`src/rtl/lcd_bus_pkg.sv`:
```
// lcd_bus_pkg
// Definitions shared by the Model 100 LCD bus reader and write engine:
//   - LCD_NUM_CHIPS : number of controllers on the shared bus
//   - LCD_DI_STATUS / LCD_DI_DATA : values of the di pin for status and data cycles
//   - lcd_rd_state_e : reader state machine encoding
//   - lcd_chip_in_range() : true when a controller index addresses a real chip
package lcd_bus_pkg;

  localparam int   LCD_NUM_CHIPS = 10;
  localparam logic LCD_DI_STATUS = 1'b0;
  localparam logic LCD_DI_DATA   = 1'b1;

  typedef enum logic [2:0] {
    ST_IDLE,
    ST_ARB,
    ST_SETUP,
    ST_STROBE,
    ST_HOLD,
    ST_DONE
  } lcd_rd_state_e;

  function automatic logic lcd_chip_in_range(input logic [3:0] chip);
    return chip < 4'(LCD_NUM_CHIPS);
  endfunction

endpackage

```
`src/rtl/lcd_phase_timer.sv`:
```
// lcd_phase_timer
// Loadable 8-bit down-counter used to time the SETUP, STROBE and HOLD phases.
// The caller loads N-1 on entry to a phase; done is high while the count is 0,
// which marks the last cycle of an N-cycle phase.
// Ports:
//   clk, reset_n : clock, asynchronous active-low reset
//   load         : load load_val this cycle (takes priority over counting)
//   load_val     : phase length minus one
//   done         : count has reached zero
module lcd_phase_timer (
  input  logic       clk,
  input  logic       reset_n,
  input  logic       load,
  input  logic [7:0] load_val,
  output logic       done
);

  logic [7:0] count_reg;

  always_ff @(posedge clk or negedge reset_n) begin
    if (!reset_n) begin
      count_reg <= '0;
    end else if (load) begin
      count_reg <= load_val;
    end else if (count_reg != 8'd0) begin
      count_reg <= count_reg - 8'd1;
    end
  end

  assign done = (count_reg == 8'd0);

endmodule

```
`src/rtl/lcd_bus_reader.sv`:
```
// lcd_bus_reader
// Read-side initiator for the Model 100 LCD controller bus. Accepts one read
// request at a time, borrows the cs/rw/di/enable pins from the write engine via
// bus_req/bus_gnt, runs SETUP/STROBE/HOLD and returns the byte seen on data_in
// on the last strobe cycle. The data pads are never driven (data_oe = 0).
// Optional build macro: LCD_READ_DUMMY_EN -- data reads run the full cycle
// twice under one grant and return only the second sample.
// Ports:
//   clk, reset_n                  : clock, asynchronous active-low reset
//   req_valid/req_ready/req_chip/req_di : request handshake (ready only in IDLE)
//   rsp_valid/rsp_data/rsp_err    : one-cycle response pulse, data/err held after
//   bus_req/bus_gnt               : pin arbitration with the write engine
//   data_in/data_oe               : LCD data pads (input only)
//   cs_pin/cs1_pin/rw_pin/di_pin/enable_pin : LCD control pins
module lcd_bus_reader
  import lcd_bus_pkg::*;
#(
  parameter int unsigned T_AS = 4,
  parameter int unsigned T_EW = 24,
  parameter int unsigned T_AH = 4
) (
  input  logic                     clk,
  input  logic                     reset_n,
  input  logic                     req_valid,
  output logic                     req_ready,
  input  logic [3:0]               req_chip,
  input  logic                     req_di,
  output logic                     rsp_valid,
  output logic [7:0]               rsp_data,
  output logic                     rsp_err,
  output logic                     bus_req,
  input  logic                     bus_gnt,
  input  logic [7:0]               data_in,
  output logic                     data_oe,
  output logic [LCD_NUM_CHIPS-1:0] cs_pin,
  output logic                     cs1_pin,
  output logic                     rw_pin,
  output logic                     di_pin,
  output logic                     enable_pin
);

  localparam logic [7:0] AS_LOAD = 8'(T_AS - 1);
  localparam logic [7:0] EW_LOAD = 8'(T_EW - 1);
  localparam logic [7:0] AH_LOAD = 8'(T_AH - 1);

  lcd_rd_state_e state_reg, state_next;
  logic [3:0]    chip_reg, chip_next;
  logic          di_reg, di_next;
  logic          err_reg, err_next;
  logic          pass_reg, pass_next;   // set during the second (real) pass
  logic [7:0]    sample_reg, sample_next;

  logic          timer_load;
  logic [7:0]    timer_val;
  logic          timer_done;

  // Output flops; pin values are decoded from the next state so every output
  // changes on the same edge as the state it belongs to.
  logic                     req_ready_reg, rsp_valid_reg, rsp_err_reg, bus_req_reg;
  logic [7:0]               rsp_data_reg;
  logic [LCD_NUM_CHIPS-1:0] cs_reg, cs_next;
  logic                     cs1_reg, rw_reg, di_pin_reg, enable_reg;
  logic                     pins_active_next;

  lcd_phase_timer u_timer (
    .clk      (clk),
    .reset_n  (reset_n),
    .load     (timer_load),
    .load_val (timer_val),
    .done     (timer_done)
  );

  always_comb begin
    state_next  = state_reg;
    chip_next   = chip_reg;
    di_next     = di_reg;
    err_next    = err_reg;
    pass_next   = pass_reg;
    sample_next = sample_reg;
    timer_load  = 1'b0;
    timer_val   = '0;
    case (state_reg)
      ST_IDLE: begin
        if (req_valid) begin
          chip_next = req_chip;
          di_next   = req_di;
          pass_next = 1'b0;
          if (lcd_chip_in_range(req_chip)) begin
            err_next   = 1'b0;
            state_next = ST_ARB;
          end else begin
            // Bad index: answer immediately without touching the bus.
            err_next   = 1'b1;
            state_next = ST_DONE;
          end
        end
      end
      ST_ARB: begin
        if (bus_gnt) begin
          state_next = ST_SETUP;
          timer_load = 1'b1;
          timer_val  = AS_LOAD;
        end
      end
      ST_SETUP: begin
        if (timer_done) begin
          state_next = ST_STROBE;
          timer_load = 1'b1;
          timer_val  = EW_LOAD;
        end
      end
      ST_STROBE: begin
        if (timer_done) begin
          sample_next = data_in;
          state_next  = ST_HOLD;
          timer_load  = 1'b1;
          timer_val   = AH_LOAD;
        end
      end
      ST_HOLD: begin
        if (timer_done) begin
`ifdef LCD_READ_DUMMY_EN
          // Data reads need a throw-away strobe first; repeat under the same grant.
          if (di_reg == LCD_DI_DATA && !pass_reg) begin
            pass_next  = 1'b1;
            state_next = ST_SETUP;
            timer_load = 1'b1;
            timer_val  = AS_LOAD;
          end else begin
            state_next = ST_DONE;
          end
`else
          state_next = ST_DONE;
`endif
        end
      end
      ST_DONE: state_next = ST_IDLE;
      default: state_next = ST_IDLE;
    endcase
  end

  always_comb begin
    pins_active_next = (state_next == ST_SETUP) || (state_next == ST_STROBE) ||
                       (state_next == ST_HOLD);
  end

  generate
    for (genvar gi = 0; gi < LCD_NUM_CHIPS; gi++) begin : g_cs
      assign cs_next[gi] = pins_active_next && (chip_next == 4'(gi));
    end
  endgenerate

  always_ff @(posedge clk or negedge reset_n) begin
    if (!reset_n) begin
      state_reg     <= ST_IDLE;
      chip_reg      <= '0;
      di_reg        <= 1'b0;
      err_reg       <= 1'b0;
      pass_reg      <= 1'b0;
      sample_reg    <= '0;
      req_ready_reg <= 1'b1;
      rsp_valid_reg <= 1'b0;
      rsp_data_reg  <= '0;
      rsp_err_reg   <= 1'b0;
      bus_req_reg   <= 1'b0;
      cs_reg        <= '0;
      cs1_reg       <= 1'b0;
      rw_reg        <= 1'b0;
      di_pin_reg    <= 1'b0;
      enable_reg    <= 1'b0;
    end else begin
      state_reg     <= state_next;
      chip_reg      <= chip_next;
      di_reg        <= di_next;
      err_reg       <= err_next;
      pass_reg      <= pass_next;
      sample_reg    <= sample_next;
      req_ready_reg <= (state_next == ST_IDLE);
      rsp_valid_reg <= (state_next == ST_DONE);
      // Response fields only move together with rsp_valid.
      if (state_next == ST_DONE) begin
        rsp_data_reg <= err_next ? 8'h00 : sample_next;
        rsp_err_reg  <= err_next;
      end
      bus_req_reg   <= (state_next == ST_ARB) || pins_active_next;
      cs_reg        <= cs_next;
      cs1_reg       <= pins_active_next;
      rw_reg        <= pins_active_next;
      di_pin_reg    <= pins_active_next && di_next;
      enable_reg    <= (state_next == ST_STROBE);
    end
  end

  assign req_ready  = req_ready_reg;
  assign rsp_valid  = rsp_valid_reg;
  assign rsp_data   = rsp_data_reg;
  assign rsp_err    = rsp_err_reg;
  assign bus_req    = bus_req_reg;
  assign data_oe    = 1'b0;
  assign cs_pin     = cs_reg;
  assign cs1_pin    = cs1_reg;
  assign rw_pin     = rw_reg;
  assign di_pin     = di_pin_reg;
  assign enable_pin = enable_reg;

endmodule

```
`config.mk`:
```
export PLATFORM = sky130hd
export DESIGN_NAME = lcd_bus_reader
export DESIGN_NICKNAME = d
export VERILOG_FILES = /design/src/rtl/lcd_bus_pkg.sv /design/src/rtl/lcd_phase_timer.sv /design/src/rtl/lcd_bus_reader.sv
export SDC_FILE = /design/constraint.sdc
export NUM_CORES = 1
export LEC_CHECK = 0
export CORE_MARGIN = 5
export CORE_UTILIZATION = 55
export CTS_CLUSTER_DIAMETER = 120
export DETAILED_ROUTE_END_ITERATION = 10
export GPL_TIMING_DRIVEN = 0
export PLACE_DENSITY_LB_ADDON = 0.3
export SLEW_MARGIN = 20
export SYNTH_ARGS = -nofsm -noshare
export SYNTH_HDL_FRONTEND = slang
export SYNTH_SLANG_ARGS = --single-unit
```
`constraint.sdc`:
```
create_clock -name clk -period 6.1 [get_ports clk]
set_input_delay 0.915 -clock clk [delete_from_list [all_inputs] [get_ports clk]]
set_output_delay 0.915 -clock clk [all_outputs]
set_load 0.02 [all_outputs]
```
# Yosys cells after proc, flatten, opt, wreduce, memory -nomap -nowiden
# Cells that the tools add are included.
[word_totals]
register_bits = 50
input_bits = 17
output_inout_bits = 27
word_cells = 82
[op_classes]
addsub = 1
order_cmp = 1
n_eq_ne = 18
mux = 26
n_reduce_logical = 21
[ops]
columns = ["cell", "n"]
rows = [
  ["2-to-1 mux 8 bit", 5],
  ["2-to-1 mux 3 bit", 6],
  ["== test 4 x 3 -> 1 bit (second input constant)", 4],
  ["case mux 3 bit (5 select lines)", 1],
  ["case mux 5 bit (3 select lines)", 1],
  ["== test 3 x 2 -> 1 bit (second input constant)", 4],
  ["logical AND 1 bit", 11],
  ["== test 3 bit (second input constant)", 3],
  ["== test 4 x 2 -> 1 bit (second input constant)", 2],
  ["== test 4 bit (second input constant)", 2],
  ["zero test 8 bit", 1],
  ["2-to-1 mux 4 bit", 2],
  ["nonzero test 8 bit", 1],
  ["subtractor 8 x 1 -> 8 bit (second input constant)", 1],
  ["2-to-1 mux 1 bit", 7],
  ["== test 3 x 1 -> 1 bit (second input constant)", 2],
  ["zero test 3 bit", 2],
  ["2-to-1 mux 5 bit", 1],
  ["== test 4 x 1 -> 1 bit (second input constant)", 1],
  ["zero test 4 bit", 1],
  ["< comparator 4 bit (second input constant)", 1],
  ["2-to-1 mux 2 bit", 2],
  ["logical OR 1 bit", 3],
  ["case mux 1 bit (2 select lines)", 1],
  ["2 further kinds", 2],
]

# Depth between registers and ports, before layout
# Gate-level depths: netlist (run 1).
[depth]
depth_word = 8
mapped_depth = 7
ltp_nobuf = 7

# By module
# Synthesis (run 1) repeated with hierarchy kept, for this count alone.
[hier_totals]
hier_cells = 223
hier_area_um2 = 2403.6
[by_module_without_submodules]
columns = ["mod", "n_inst", "cells_per_inst", "area_per_inst_um2", "seq_area_each_um2"]
rows = [
  ["lcd_bus_reader", 1, 169, 1926.8, 1052.3],
  ["lcd_phase_timer", 1, 54, 476.7, 200.2],
]

# Worst setup path after synthesis (run 1)
# No wires, ideal clock.
[synth_path]
path_type = "input port to flip-flop"
startpoint = "input req_valid"
endpoint = "register rsp_err_reg (netlist: rsp_err)"
setup_ns = 0.119
arrival_ns = 2.147
required_time_ns = 5.981
slack_ns = 3.835
stages = 6
cell_sequence = "nor4b_2 buf_4 and2_1 or4_4 buf_6 o21a_1"
[synth_via]
elab_chain_cells = 3
elab_cells_between_ends = 5
classes_between = "1 x eq/ne; 4 x mux"
[synth_rtl]
columns = ["item", "line_no", "rtl"]
rows = [
  ["start: declaration", "lcd_bus_reader.sv:24", "input logic req_valid,"],
  ["2-to-1 mux 3 bit", "lcd_bus_reader.sv:84", "if (req_valid) begin"],
  ["case mux 3 bit (5 select lines)", "lcd_bus_reader.sv:82", "case (state_reg)"],
  ["== test 3 bit", "lcd_bus_reader.sv:181", "if (state_next == ST_DONE) begin"],
  ["end signal: assignment", "lcd_bus_reader.sv:183", "rsp_err_reg <= err_next;"],
  ["end: declaration", "lcd_bus_reader.sv:59", "logic req_ready_reg, rsp_valid_reg, rsp_err_reg, bus_req_reg;"],
]
# Several ways; a longest one is shown, not always the timed one.
# A chain may end at the register's enable or synchronous reset.

# Worst setup path after layout (run 1)
[layout_path]
startpoint = "input req_valid"
endpoint = "register cs_reg[1] (netlist: cs_pin[1])"
[layout_via]
elab_cells_between_ends = 11
classes_between = "4 x eq/ne; 4 x mux; 3 x reduce/logical"
[layout_lines]
columns = ["item", "line_no", "rtl"]
rows = [
  ["2-to-1 mux 4 bit", "lcd_bus_reader.sv:84", ""],
  ["2-to-1 mux 4 bit", "lcd_bus_reader.sv:82", ""],
  ["via chip_next[1]", "lcd_bus_reader.sv:47", "logic [3:0] chip_reg, chip_next;"],
  ["== test 4 x 1 -> 1 bit", "lcd_bus_reader.sv:149", "assign cs_next[gi] = pins_active_next && (chip_next == 4'(gi));"],
  ["logical AND 1 bit", "lcd_bus_reader.sv:149", ""],
  ["via cs_next[1]", "lcd_bus_reader.sv:61", "logic [LCD_NUM_CHIPS-1:0] cs_reg, cs_next;"],
  ["end signal: assignment", "lcd_bus_reader.sv:186", "cs_reg <= cs_next;"],
  ["end: declaration", "lcd_bus_reader.sv:61", ""],
]
# The timed path passes the listed nets, and every way through them passes these cells.

==> run_results.csv, run 1 <==
group,metric,value,unit
synthesis,syn_avg_cell_area,11.66,sq um
global_routing,track_usage,18.09,%
synthesis,ys_async_sr_fraction,100.0,%
critical_path,critPathCaptureType,"flip-flop",
placed_design,gp_congestion,0.7953,
layout,nets,261,
layout,post-route-util,71.49,%
cts,cts_hold_buf,0,
die,top_level_ports,44,
cts,cts_tree,"built",
placed_design,hpwl,3129,microns
cts,htreeDepth,2,
worst_hold_path,hold_class,"flip-flop to flip-flop",
global_routing,grt_pass1_wl,7486,microns
die,die_w,73.96,microns
layout,final_common_cell,"dfrtp_1",
layout,final.fill_count,304,
synthesis,yosys.cell_types.count,50,
cts,clkSinkCount,50,
worst_hold_path,hold-path-cell-count,1,
synthesis,ys_warn_count,0,
layout,area_delta_synth_final,26.20,%
sta,finalCritPeriodShare,44.49,%
layout,layout.cells.most_common_list,"dfrtp_1, clkdlybuf4s50_1, inv_1",
power,peakVddDrop,273.1,uV
critical_path,arrival,2.91,ns
critical_path,r2r_start,"u_timer.count_reg[0]",
status,status,"completed",
synthesis,synth_area,2250,sq um
synthesis,syn_inst,193,
route,vias,1566,
worst_hold_path,min-delay-start,"rsp_data[6]",
critical_path,critPathKind,"input pin to flip-flop",
route,drtAntennaViolNets,0,
layout,regArea,1252,sq um
sta,fmax,368.5,MHz
route,wl_per_cell,14.51,microns
power,power_density,491.0,nW/um^2
worst_hold_path,hold_end,"rsp_data[6]",
die,die_y,73.96,microns
sta,setup_tns,0,ns
critical_path,reg2reg_depth,7,
critical_path,cp_slowest_cell,"clkdlybuf4s50_1",
cts,clock_latency,0.30,ns
layout,multi_input_area,873.3,sq um
sta,slew_violations,0,
layout,antenna_cells,0,
critical_path,r2r_slack,3.83,ns
global_routing,grt_pass1_vias,1587,
sta,hold_viol_final,0,
sta,whs,0.4977,ns
die,rows,23,
layout,stdcell_count,294,
sta,rsz0062_at_grt,"false",
die,core,3971,sq um
cts,cts_setup_buffers,0,
route,drt_iter0_drc,49,
sta,setup_viol,0,
route,drc,0,
die,start_util,56.65,%
placed_design,dp.cells,286,
cts,clockBufferDepth,2,
critical_path,path_cells,"clkdlybuf4s50_1, nor4b_2, buf_4, mux2i_1, inv_1, a211oi_1",
cts,cts_inserted_buffers,5,
placed_design,port_buffers,42,
route,dr.pass1.iters,4,
sta,finalClockSkew,0.009408,ns
global_routing,overflow,0,
power,p_total,1.394,mW
cts,root_buffer,"clkbuf_8",
die,dieArea,5469,sq um
cts,path_clk_slew,0.08,ns
synthesis,syn_nets,211,
synthesis,synth-seq-cells,50,
critical_path,max_stage_delay,0.50,ns
critical_path,cp.required,6.29,ns
sta,maxSlewHeadroom,64.12,%
route,drt-total-wl,4266,microns
layout,largest_register_ff_count,10,
flow_run,max_cap_violations,0,
power,p_leak,1.288,nW
synthesis,synth-edff-count,0,
critical_path,start_kind,"input pin",
critical_path,crit_fanout,10,
synthesis,yosysSeqAreaShare,55.67,%
cts,cts_resized,0,
global_routing,antenna_found_initial,0,
global_routing,grt_max_degree,28,
synthesis,synth-main-ff-cell,"dfrtp_1",
sta,period_needed,2.714,ns
sta,tightest_slew,0.5232,ns
layout,drive_gt1_share,15.57,%
critical_path,r2r_end,"rsp_data[2]",
route,vias_per_cell,5.327,
==> critical path, delay by kind of cell <==
kind / cells / cell delay [ns]
mux: 1 / 0.50
simple gates: 1 / 0.27
compound gates: 1 / 0.27
buf+inv: 3 / 0.95
==> stage by stage <==
stage / setup WS, ns / area (sq um)
floorplan: 3.835 / 2250
CTS: 3.400 / 2839
global route: 3.187 / 2839
global placement: 2.764 / 2733
detailed placement: 3.099 / 2748
finish: 3.386 / 2839
==> logic make-up after synthesis <==
| kind of cell | Yosys count | share of synthesized area (%) |
|---|---|---|
| other | 1 | 0.1667 |
| flip-flops | 50 | 55.67 |
| buffers and inverters | 25 | 5.506 |
| adder cells (fa/ha/maj) | 1 | 0.5561 |
| multiplexers | 17 | 7.786 |
| AO/OA/AOI/OAI | 41 | 14.02 |
| AND/OR/NAND/NOR | 53 | 14.35 |
| XOR/XNOR | 5 | 1.947 |
==> synth_stat cells, drive strengths merged, types with 5 or more instances <==
library cell	count	area, sq um
o2bb2ai	8	70.07
nor2	12	45.04
nand2	11	43.80
inv	14	52.55
a211oi	8	60.06
nand2b	5	31.28
a21oi	8	40.04
buf	9	63.80
dfrtp	49	1226
mux2i	13	130.1
==> where the power goes <==
group | internal, mW | leakage, nW | total, mW | switching, mW
Combinational | 0.300 | 0.604 | 0.658 | 0.358
Sequential | 0.465 | 0.635 | 0.542 | 0.0771
Clock | 0.0916 | 0.0482 | 0.194 | 0.102
Total | 0.857 | 1.29 | 1.39 | 0.537
==> final cells by class <==
cell class | instances | share of cell area [%]
inverter | 14 | 1.851
buffer | 11 | 2.512
clock inverter | 1 | 0.1763
timing repair buffer | 43 | 15.34
multi-input combinational | 118 | 30.76
tap | 50 | 2.204
sequential | 50 | 44.12
clock buffer | 7 | 3.041
==> worst max path at each step <==
stage,endpoint,cells past startpoint,from,slack (ns)
3_5_place_dp,cs_pin[1],6,req_valid,3.10
5_1_grt,cs_pin[1],6,req_valid,3.19
3_3_place_gp,sample_reg[2],1,reset_n,2.76
4_1_cts,cs_pin[1],6,req_valid,3.40
2_1_floorplan,rsp_err,6,req_valid,3.83
6_report,cs_pin[1],6,req_valid,3.39
==> routing by layer <==
| layer | up-vias | part of all wire, % | track usage, % | wire length [microns] |
|---|---|---|---|---|
| li1 | 768 | - | - | - |
| met1 | 755 | 46 | 24.42 | 1950 |
| met2 | 35 | 48 | 28.84 | 2040 |
| met3 | 8 | 5.2 | 5.135 | 220 |
| met4 | 0 | 1.3 | 5.030 | 54 |
| met5 | - | 0 | 0 | 0 |
No activity file was read; power rests on OpenSTA's default activity.
==> inputs of run 2 (changes only) <==
--- a/config.mk
+++ b/config.mk
@@ -6,7 +6,7 @@
 export NUM_CORES = 1
 export LEC_CHECK = 0
 export CORE_MARGIN = 5
-export CORE_UTILIZATION = 55
+export CORE_UTILIZATION = 46
 export CTS_CLUSTER_DIAMETER = 120
 export DETAILED_ROUTE_END_ITERATION = 10
 export GPL_TIMING_DRIVEN = 0
==> constraint.sdc (replaced) <==
create_clock -name clk -period 2.35 [get_ports clk]
set_input_delay 0.3525 -clock clk [delete_from_list [all_inputs] [get_ports clk]]
set_output_delay 0.3525 -clock clk [all_outputs]
set_load 0.02 [all_outputs]
==> run 2 against run 1 <==
  * Clock skew shrank 0.0036 ns
  * Setup slack lost 3.3 ns
  * Non-clock buffer count grew 1
  * Count of clock-buffer cells in the layout is 2 lower
  * Sequential cell count stayed put
  * Sequential share of layout area shrank 1.2 points
  * Routed wire length rose by 1.6%
==> run_results.csv, run 2 (same netlist as run 1, synthesis figures left out) <==
group,metric,value,unit
cts,clock_latency,0.30,ns
die,die_w,79.93,microns
route,drc,0,
critical_path,arrival,2.44,ns
sta,hold_viol_final,0,
critical_path,critPathKind,"flip-flop to flip-flop",
flow_run,max_cap_violations,0,
sta,slew_violations,0,
critical_path,cp_slowest_cell,"mux2i_1",
critical_path,path_cells,"buf_2, nor4b_2, buf_4, mux2i_1, inv_1, a211oi_1",
critical_path,r2r_slack,0.11,ns
power,power_density,1311,nW/um^2
route,drtAntennaViolNets,0,
layout,antenna_cells,0,
global_routing,track_usage,15.11,%
critical_path,crit_fanout,10,
global_routing,grt_pass1_vias,1593,
sta,period_needed,2.243,ns
sta,whs,0.4898,ns
layout,final.fill_count,381,
power,peakVddDrop,652.9,uV
critical_path,r2r_start,"state_reg[0]",
layout,largest_register_ff_count,10,
sta,setup_viol,0,
critical_path,crit_start,"state_reg[0]",
worst_hold_path,hold_class,"flip-flop to flip-flop",
critical_path,critPathCaptureType,"flip-flop",
route,drt_iter0_drc,68,
route,drt-total-wl,4335,microns
layout,fin_area,2919,sq um
placed_design,port_buffers,42,
layout,area_delta_synth_final,29.76,%
route,wl_per_cell,13.89,microns
route,vias_per_cell,4.965,
die,top_level_ports,44,
status,status,"completed",
die,dieArea,6389,sq um
sta,fmax,445.8,MHz
layout,layout.cells.most_common_list,"dfrtp_1, clkdlybuf4s50_1, inv_1",
power,p_leak,1.311,nW
critical_path,path_buf_inv,3,
cts,root_buffer,"clkbuf_8",
cts,clkSinkCount,50,
placed_design,dpl_worst_slack,-0.1992,ns
sta,setup_tns,0,ns
layout,final_common_cell,"dfrtp_1",
sta,rsz0062_at_grt,"false",
global_routing,overflow,0,
cts,path_clk_slew,0.09,ns
global_routing,grt_max_degree,33,
layout,post-route-util,61.80,%
die,core,4723,sq um
critical_path,cp.required,2.55,ns
layout,stdcell_count,312,
critical_path,cpLargestDelayFamily,"buffers and inverters",
cts,htreeDepth,2,
global_routing,grt_pass1_wl,7527,microns
placed_design,dp.cells,303,
sta,fin_ws,0.1070,ns
sta,tightest_slew,0.5618,ns
power,p_total,3.826,mW
critical_path,max_stage_delay,0.53,ns
layout,nets,262,
cts,cts_setup_buffers,0,
placed_design,gp_congestion,0.8196,
placed_design,hpwl,3105,microns
cts,clockBufferDepth,2,
cts,cts_tree,"built",
cts,cts_inserted_buffers,5,
route,dr.pass1.iters,4,
global_routing,antenna_found_initial,0,
route,vias,1549,
sta,finalCritPeriodShare,95.45,%
worst_hold_path,min-delay-start,"sample_reg[4]",
die,die_y,79.93,microns
critical_path,start_kind,"flip-flop",
sta,finalClockSkew,0.005809,ns
die,start_util,47.63,%
die,rows,25,
placed_design,placed_area,2769,sq um
sta,maxSlewHeadroom,61.47,%
layout,drive_gt1_share,16.33,%
-- run 2: changes by cell type in the layout (fill, tap and decap cells not counted) --
cell	change
bufinv_16	+2
clkbuf_8	-1
dlygate4sd3_1	+1
clkinv_2	-1
clkinv_4	+1
ha_1	-1
clkbuf_1	-1
ha_2	+1
-- run 2: final timing paths --
path,end,cells after the start
setup / recovery,cs_pin[1],6
hold / removal,sample_reg[4],2
setup reg to reg,cs_pin[1],6
hold reg to reg,sample_reg[4],2
max in group asynchronous,chip_reg[0],3
min in group asynchronous,u_timer.count_reg[7],2
-- run 2: cell type report --
class | count | area, sq um | share of cell area [%]
tap | 67 | 83.83 | 2.872
buffer | 11 | 71.32 | 2.443
clock buffer | 5 | 68.82 | 2.357
timing repair buffer | 44 | 445.4 | 15.26
sequential | 50 | 1252 | 42.91
multi-input combinational | 118 | 875.8 | 30.00
clock inverter | 3 | 68.82 | 2.357
inverter | 14 | 52.55 | 1.800
-- run 2: layer usage --
| layer | GRT usage [%] | share of wire [%] |
|---|---|---|
| met4 | 5.743 | 2.3 |
| met3 | 3.950 | 5.2 |
| met5 | 0 | 0 |
| met2 | 22.60 | 45 |
| met1 | 20.96 | 47 |
-- run 2: power breakdown --
part           internal (mW)  total (mW)  switching [mW]
Sequential              1.21        1.40           0.198
Combinational          0.785        1.70           0.918
Clock                  0.426       0.719           0.292
-- run 2: what timing repair did --
action                                  4_1_cts  5_1_grt
gates resized for setup                       0        1
endpoints found under the setup margin        0        2
hold endpoints to repair                     17        0
hold buffers                                  1        0
-- run 2: worst reg2reg max path: cells and delay by family, from the launching register on --
kind	cells	cell delay, ns
DFF	1	0.36
buffers and inverters	3	0.64
and+or+nand+nor	1	0.33
AOI/OAI and AO/OA	1	0.27
muxes	1	0.53
==> inputs of run 3 (changes only) <==
--- a/config.mk
+++ b/config.mk
@@ -10,7 +10,10 @@
 export CTS_CLUSTER_DIAMETER = 120
 export DETAILED_ROUTE_END_ITERATION = 10
 export GPL_TIMING_DRIVEN = 0
+export HOLD_SLACK_MARGIN = 0.05
 export PLACE_DENSITY_LB_ADDON = 0.3
+export RECOVER_POWER = 100
+export SKIP_CTS_REPAIR_TIMING = 1
 export SLEW_MARGIN = 20
 export SYNTH_ARGS = -nofsm -noshare
 export SYNTH_HDL_FRONTEND = slang
==> run 3 against run 2 <==
  * Sequential cell count unchanged
  * Cell area decreased by 1.1%
  * Setup slack got worse by 0.0034 ns
  * Die area unchanged
  * Non-clock buffer count unchanged
  * Utilization decreased by 0.69 points
  * Combinational power decreased by 5%
  * Sequential power about the same
  * Highest routed layer unchanged
==> run_results.csv, run 3 (same netlist as run 1, synthesis figures left out) <==
group,metric,value,unit
global_routing,grt_pass1_vias,1593,
die,die_y,79.93,microns
global_routing,overflow,0,
critical_path,start_kind,"flip-flop",
worst_hold_path,min-delay-start,"sample_reg[4]",
global_routing,met3_usage,3.950,%
sta,maxSlewHeadroom,35.31,%
layout,nets,262,
layout,post-route-util,61.11,%
route,dr.pass1.iters,4,
route,drt-total-wl,4296,microns
worst_hold_path,hold-path-cell-count,2,
sta,slew_violations,0,
cts,path_clk_slew,0.09,ns
global_routing,grt_util_met1,20.96,%
sta,finalClockSkew,0.005560,ns
cts,clock_latency,0.30,ns
sta,rsz0062_at_grt,"false",
route,drtAntennaViolNets,0,
cts,clockBufferDepth,2,
layout,area_delta_synth_final,28.31,%
status,status,"completed",
route,drc,0,
cts,htreeDepth,2,
cts,cts_tree,"built",
sta,hold_viol_final,0,
sta,period_needed,2.246,ns
route,drt_iter0_drc,86,
sta,setup_viol,0,
route,vias_per_cell,4.942,
global_routing,grt_max_degree,33,
cts,root_buffer,"clkbuf_8",
sta,fin_ws,0.1036,ns
placed_design,hpwl,3105,microns
power,peakVddDrop,635.0,uV
global_routing,busiest_layer,"met2",
worst_hold_path,hold_class,"flip-flop to flip-flop",
layout,antenna_cells,0,
critical_path,cp_slowest_cell,"mux2i_1",
sta,finalCritPeriodShare,95.59,%
critical_path,path_cells,"buf_2, nor4b_2, buf_4, mux2i_1, inv_1, a211oi_1",
layout,final_common_cell,"dfrtp_1",
layout,drive_gt1_share,14.29,%
critical_path,cp.required,2.55,ns
flow_run,max_cap_violations,0,
global_routing,grtUsageMet2,22.60,%
critical_path,r2r_end,"cs_pin[1]",
die,rows,25,
critical_path,critPathCaptureType,"flip-flop",
layout,largest_register_ff_count,10,
power,power_density,1294,nW/um^2
global_routing,grt_pass1_wl,7527,microns
placed_design,port_buffers,42,
critical_path,max_stage_delay,0.53,ns
route,vias,1542,
critical_path,r2r_start,"state_reg[0]",
sta,setup_tns,0,ns
layout,regArea,1252,sq um
global_routing,antenna_found_initial,0,
critical_path,arrival,2.44,ns
power,p_leak,1.362,nW
placed_design,gp_congestion,0.8196,
cts,clkSinkCount,50,
die,start_util,47.63,%
layout,layout.cells.most_common_list,"dfrtp_1, dlygate4sd3_1, clkdlybuf4s50_1",
die,top_level_ports,44,
critical_path,critPathKind,"flip-flop to flip-flop",
layout,multi_input_area,867.1,sq um
worst_hold_path,hold_end,"sample_reg[4]",
placed_design,dpl_worst_slack,-0.1992,ns
die,core,4723,sq um
critical_path,r2r_slack,0.10,ns
power,p_total,3.734,mW
die,die_w,79.93,microns
sta,tightest_slew,0.9704,ns
critical_path,reg2reg_depth,6,
global_routing,track_usage,15.11,%
cts,cts_inserted_buffers,5,
layout,final.fill_count,388,
sta,fmax,445.2,MHz
die,dieArea,6389,sq um
critical_path,crit_fanout,10,
route,wl_per_cell,13.77,microns
-- run 3: cell types whose count changed in the layout (fill, tap and decap cells not counted), sizes merged --
cell and change:
buf -3, clkbuf +3, clkdlybuf4s50 -26, dlygate4sd3 +26
-- run 3: layer usage --
metal | up-vias | routed length, microns
met3 | 8 | 207
met5 | - | 0
met4 | 0 | 91
met2 | 31 | 1944
li1 | 780 | -
met1 | 723 | 2053
-- run 3: critical path, delay by kind of cell (launching register included) --
family | cells | cell delay (ns)
simple gates | 1 | 0.33
buf+inv | 3 | 0.63
flops | 1 | 0.36
mux | 1 | 0.53
compound gates | 1 | 0.27
-- run 3: how the worst max path moves through the flow --
stage                              start           to  slack, ns
CTS                         state_reg[0]    cs_pin[1]       0.10
floorplan           u_timer.count_reg[0]      rsp_err       0.35
global placement                 reset_n  chip_reg[2]      -0.46
detailed placement             req_valid    cs_pin[1]      -0.20
global route                state_reg[0]    cs_pin[1]     0.0002
finish                      state_reg[0]    cs_pin[1]       0.10
-- run 3: report_power, final --
group / internal, mW / switching [mW]
registers: 1.21 / 0.188
clock network: 0.426 / 0.292
logic: 0.713 / 0.908
-- run 3: layout make-up --
class	instances	share of cell area (%)
flip-flops and latches	50	43.39
inverters	14	1.821
repair buffers	44	14.87
well taps	67	2.904
multi-input cells	118	30.04
plain buffers	11	2.211
clock inverters	3	2.384
clock buffers	5	2.384
-- run 3: metrics by stage --
| step | std cells | area [sq um] | hold WS (ns) |
|---|---|---|---|
| after floorplan | 193 | 2250 | 0.05691 |
| after global placement | 302 | 2754 | 0.4662 |
| after detailed placement | 303 | 2769 | 0.3229 |
| after CTS | 311 | 2907 | -0.02009 |
| after global routing | 312 | 2887 | 0.5157 |
| final | 312 | 2887 | 0.4898 |
